$ cat config.mk
export PLATFORM = sky130hd
export DESIGN_NAME = dunc16_mem_port
export DESIGN_NICKNAME = d
export VERILOG_FILES = /design/src/rtl/dunc16_mem_port.sv
export SDC_FILE = /design/constraint.sdc
export NUM_CORES = 2
export LEC_CHECK = 0
export BUFFER_PORTS_ARGS = -buffer_cell sky130_fd_sc_hd__buf_2
export CORE_MARGIN = 1
export CORE_UTILIZATION = 45
export CTS_CLUSTER_DIAMETER = 80
export DETAILED_ROUTE_END_ITERATION = 16
export GPL_TIMING_DRIVEN = 1
export RECOVER_POWER = 50
export SYNTH_ARGS = -nofsm -noshare
export SYNTH_HDL_FRONTEND = slang
export SYNTH_SLANG_ARGS = --single-unit
$ cat constraint.sdc
create_clock -name CLK -period 11.7 [get_ports CLK]
set_clock_uncertainty 0.15 [all_clocks]
set_input_delay 1.755 -clock CLK [delete_from_list [all_inputs] [get_ports CLK]]
set_output_delay 1.755 -clock CLK [all_outputs]
set_load 0.1 [all_outputs]
$ cat src/rtl/dunc16_mem_port.sv
// -----------------------------------------------------------------------------
// dunc16_mem_port
//
// Word-addressed 16-bit memory port that sits directly downstream of the dunc16
// core. It owns the single-port storage array and serialises accesses through a
// REQ/ACK handshake. A fixed number of wait states is inserted between
// acceptance and completion, so the core can be timed against slower memories.
//
// Parameters
//   ADDR_W       ADDRESS bits decoded; the array holds 2**ADDR_W words.
//   WAIT_STATES  Extra cycles between acceptance and completion. Legal range is
//                0..15, because the wait counter is 4 bits wide.
//   WPROT_LIMIT  First writable word address. It is used only when write
//                protection is compiled in.
//
// Ports
//   CLK        in   system clock; all state changes on the rising edge
//   RESET      in   asynchronous reset, active low
//   REQ        in   access request; sampled only while idle
//   WRITE      in   1 = write, 0 = read; qualified by REQ
//   ADDRESS    in   word address; only [ADDR_W-1:0] is decoded
//   DATA_IN    in   write data
//   MMO        out  read data; holds its value until the next completed read
//   ACK        out  one-cycle completion strobe
//   BUSY       out  high from acceptance until the completion edge
//   WPROT_ERR  out  one-cycle strobe, in the ACK cycle, on a rejected write
//
// Optional feature
//   Define DUNC16_MEM_WPROT_EN to enable write protection. A write below
//   WPROT_LIMIT then completes with normal timing and ACK, but it leaves the
//   array untouched and pulses WPROT_ERR. Without the macro, every write is
//   performed and WPROT_ERR is constant 0.
// -----------------------------------------------------------------------------
module dunc16_mem_port #(
  parameter int unsigned ADDR_W      = 8,
  parameter int unsigned WAIT_STATES = 1,
  parameter logic [15:0] WPROT_LIMIT = 16'h0010
) (
  input  logic        CLK,
  input  logic        RESET,
  input  logic        REQ,
  input  logic        WRITE,
  input  logic [15:0] ADDRESS,
  input  logic [15:0] DATA_IN,
  output logic [15:0] MMO,
  output logic        ACK,
  output logic        BUSY,
  output logic        WPROT_ERR
);

  localparam int unsigned       DEPTH       = 2 ** ADDR_W;
  localparam logic [3:0]        WAIT_INIT   = WAIT_STATES[3:0];
  localparam logic [ADDR_W-1:0] WPROT_FIRST = WPROT_LIMIT[ADDR_W-1:0];

`ifdef DUNC16_MEM_WPROT_EN
  localparam bit WPROT_ON = 1'b1;
`else
  localparam bit WPROT_ON = 1'b0;
`endif

  typedef enum logic {
    ST_IDLE,
    ST_BUSY
  } state_t;

  state_t            state;
  logic [3:0]        wait_cnt;
  logic [ADDR_W-1:0] lat_addr;
  logic              lat_write;
  logic [15:0]       lat_data;

  logic [15:0]       mem [DEPTH];

  logic              completing;
  logic              wprot_hit;
  logic              mem_we;

  // The upper address bits alias onto the decoded range and are deliberately
  // dropped.
  if (ADDR_W < 16) begin : g_addr_alias
    logic unused_addr_hi;
    assign unused_addr_hi = ^ADDRESS[15:ADDR_W];
  end

  // The last edge of an access, when the array is written or read.
  assign completing = (state == ST_BUSY) && (wait_cnt == 4'd0);

  // A protected write still completes normally; it simply never reaches the
  // array.
  assign wprot_hit  = WPROT_ON && lat_write && (lat_addr < WPROT_FIRST);
  assign mem_we     = completing && lat_write && !wprot_hit;

  // NOTE: the storage array has no reset. Its contents survive RESET, and
  // leaving it out of the reset network lets it map onto RAM. An aborted
  // access cannot write, because an asserted reset forces state to ST_IDLE,
  // which clears mem_we.
  always_ff @(posedge CLK) begin
    if (mem_we) begin
      mem[lat_addr] <= lat_data;
    end
  end

  // NOTE: all sequential state uses non-blocking assignments, so every register
  // here samples the pre-edge values of the others, whatever order they are
  // written in.
  always_ff @(posedge CLK or negedge RESET) begin
    if (!RESET) begin
      state     <= ST_IDLE;
      wait_cnt  <= 4'd0;
      lat_addr  <= '0;
      lat_write <= 1'b0;
      lat_data  <= 16'h0000;
      MMO       <= 16'h0000;
      ACK       <= 1'b0;
      BUSY      <= 1'b0;
      WPROT_ERR <= 1'b0;
    end else begin
      // ACK and WPROT_ERR are single-cycle strobes.
      ACK       <= 1'b0;
      WPROT_ERR <= 1'b0;

      unique case (state)
        ST_IDLE: begin
          if (REQ) begin
            lat_addr  <= ADDRESS[ADDR_W-1:0];
            lat_write <= WRITE;
            lat_data  <= DATA_IN;
            wait_cnt  <= WAIT_INIT;
            BUSY      <= 1'b1;
            state     <= ST_BUSY;
          end
        end

        ST_BUSY: begin
          if (wait_cnt != 4'd0) begin
            wait_cnt <= wait_cnt - 4'd1;
          end else begin
            if (!lat_write) begin
              MMO <= mem[lat_addr];
            end
            ACK       <= 1'b1;
            WPROT_ERR <= wprot_hit;
            BUSY      <= 1'b0;
            state     <= ST_IDLE;
          end
        end

        default: state <= ST_IDLE;
      endcase
    end
  end

endmodule

==> results.toml <==
[power_and_ir_drop]
swShare_pct = 33.1
p_seq_share_pct = 42.5
p_int_mw = 30.6
ir_drop_mv = 0.230
p_clk_share_pct = 29.2
combPwrFrac_pct = 28.3
power_leakage_nw = 56.1
p_total_mw = 45.8
powerDensity_nw_per_um2 = 255
switchingPower_mw = 15.2

[detailed_routing]
viasPerCell = 6.20
dr_total_vias = 79300
firstDrtPassIters = 6
drc_errors = 0
drt_iter0_drc = 11100
ant_nets = 0
routedWlPerCell_um = 34.5
wl_um = 442000

[clocking]
clock_sinks = 4144
cts_resized = 0
clockBufferDepth = 4
cts_setup_buffers = 0
clkTransAtPathRegs_ps = 60
h-tree-depth = 5
numCtsBuffers = 418
cts_tree = "built"
cts_hold_buffers = 0
clock_latency_ps = 1010
clockRootBuffer = "clkbuf_16"

[logic_synthesis]
ys_top_cells_by_count = "edfxtp_1 (4096), mux4_2 (968), nand2_1 (399), nor2_1 (335), mux2i_1 (219)"
yosys.cell_types.count = 72
synth_edf_count = 4096
synth_area_leaders = "edfxtp_1 (77%), mux4_2 (14%), mux2i_1 (1.4%), nand2_1 (0.94%), nor2_1 (0.79%)"
async_reset_ff_share_pct = 1.16
yosys.cell_count.top_type = "edfxtp_1"
syn_area_per_cell_sq_um = 21.8
ys_warn_count = 0
synth_seq_cells = 4144
ys.flop_type = "edfxtp_1"
netlist_area_sq_um = 160000
syn_inst = 7327
yosysTopAreaCell = "edfxtp_1"
yosysTopAreaCellShare_pct = 77.0
syn-num-nets = 7364
ys_seq_area_share_pct = 77.8

[setup_path]
reg2reg_depth = 2
cp_max_fo = 88
worstPathRequired_ps = 11600
endpoint_kind = "flop"
cp.arrival_ps = 8310
path_class = "flop to flop"
critPathLaunchType = "flop"

[placement]
dpl_cell_area_sq_um = 166000
dp_slack_ps = 5560
place.gp.congestion = 0.862
dp.final_hpwl_um = 259000
port_buffers = 45

[sta]
fmax_ghz = 0.119
setup_viol = 0
hold_violations = 0
tightest_slew_ps = 4720
relSlewSlack_pct = -215
fin_hold_ws_ps = 391
period_needed_ps = 8410
setup_tns_ps = 0
drv_slew = 3364
setup_ws_ps = 3290
grt_setup_unrepaired = "false"
period_share_pct = 71.9

[global_route]
grt_overflow_total = 0
grt_pass1_wl_um = 617000
grt_max_degree = 209
grt_pass1_vias = 78300
grt_util_all_layers_pct = 24.6
antenna_found_initial = 18

[final_layout]
num-fill-cells = 27700
layout-area-overhead-vs-synth_pct = 12.6
finalNetCount = 7763
layout-drive-gt1-share_pct = 26.5
stdcell_area_sq_um = 180000

[status]
status = "complete, but fails checks"
failed_checks = "max-capacitance violations, max-slew violations"

[run]
drv_cap = 47

[floorplanning]
dieHeight_um = 598
die_w_um = 598
design.portCount = 55
placementRows = 218
core_sq_um = 353000
start_util_pct = 45.2
die_area_sq_um = 357000

[worst_hold_path]
min_path_type = "flop to flop"
hold_depth = 2
worst paths after layout:
check | slack (ps) | from | endpoint
worst min-delay path | 390 | wait_cnt[0] | wait_cnt[0]
worst max-delay path | 3290 | lat_data[15] | mem[254][15]
worst min register to register | 390 | wait_cnt[0] | wait_cnt[0]
min in group asynchronous | 2060 | RESET | lat_addr[5]
worst max register to register | 3290 | lat_data[15] | mem[254][15]
max in group asynchronous | 6460 | RESET | lat_addr[1]
kinds of logic after synthesis:
logic type	Yosys count	share of synthesized area [%]
AND/OR/NAND/NOR	930	2.48
flip-flops	4144	77.8
adder cells (fa/ha/maj)	1	0.00783
buffers and inverters	435	1.74
other	1	0.00235
AO/OA/AOI/OAI	554	2.44
multiplexers	1261	15.5
XOR/XNOR	1	0.00549
stage by stage:
step,std cells,utilization [%]
3_5_place_dp,12000,47.2
3_3_place_gp,12000,47.2
4_1_cts,12800,51.0
2_1_floorplan,7327,-
5_1_grt,12800,51.0
6_report,12800,51.0
power groups by stage:
stage / Clock [mW] / Sequential (mW) / Combinational [mW]
2_1_floorplan: 0 / 20.4 / 7.08
3_3_place_gp: 0 / 19.5 / 12.8
3_5_place_dp: 0 / 19.5 / 13.0
4_1_cts: 13.5 / 19.2 / 13.0
5_1_grt: 14.1 / 19.5 / 13.5
6_report: 13.4 / 19.5 / 13.0
final cells by class:
| class | count | area, sq um | share of cell area (%) |
|---|---|---|---|
| Antenna cell | 7 | 17.5 | 0.00974 |
| Multi-Input combinational cell | 2748 | 33100 | 18.4 |
| Clock inverter | 252 | 2650 | 1.47 |
| Tap cell | 4730 | 5920 | 3.29 |
| Inverter | 10 | 50.0 | 0.0278 |
| Timing Repair Buffer | 404 | 3000 | 1.67 |
| Clock buffer | 509 | 10900 | 6.08 |
| Sequential cell | 4144 | 124000 | 69.1 |
worst max-delay path: stages (launching register included):
cell and delay [ps]:
dfrtp_1 1140, clkbuf_1 2590, clkbuf_1 3320
flip-flops by register name, indices dropped and copies added, names as in the netlist:
signal and cells:
mem 4096, BUSY 1, lat_data 16, MMO 16, lat_addr 8, ACK 1
lat_write 1, wait_cnt 4, state 1
cells in the final DEF (no fill, tap or decap), drive strengths merged, types with 49 or more instances in the layout:
cell	instances
nand3	53
buf	367
a22oi	51
mux2	74
a21oi	91
o22ai	112
a32oi	95
clkinv	184
edfxtp	4096
bufinv	49
nor2	336
mux2i	219
o21ai	55
mux4	968
nand2	401
clkbuf	546
per-layer routing:
metal	part of all wire, %	global-route usage (%)	vias up
met1	40	34.8	43000
met5	0.0045	0	-
met4	4.7	9.91	4
met2	47	38.0	4036
met3	9.1	4.66	761
li1	-	-	31600
(Power assumes the default switching activity.)
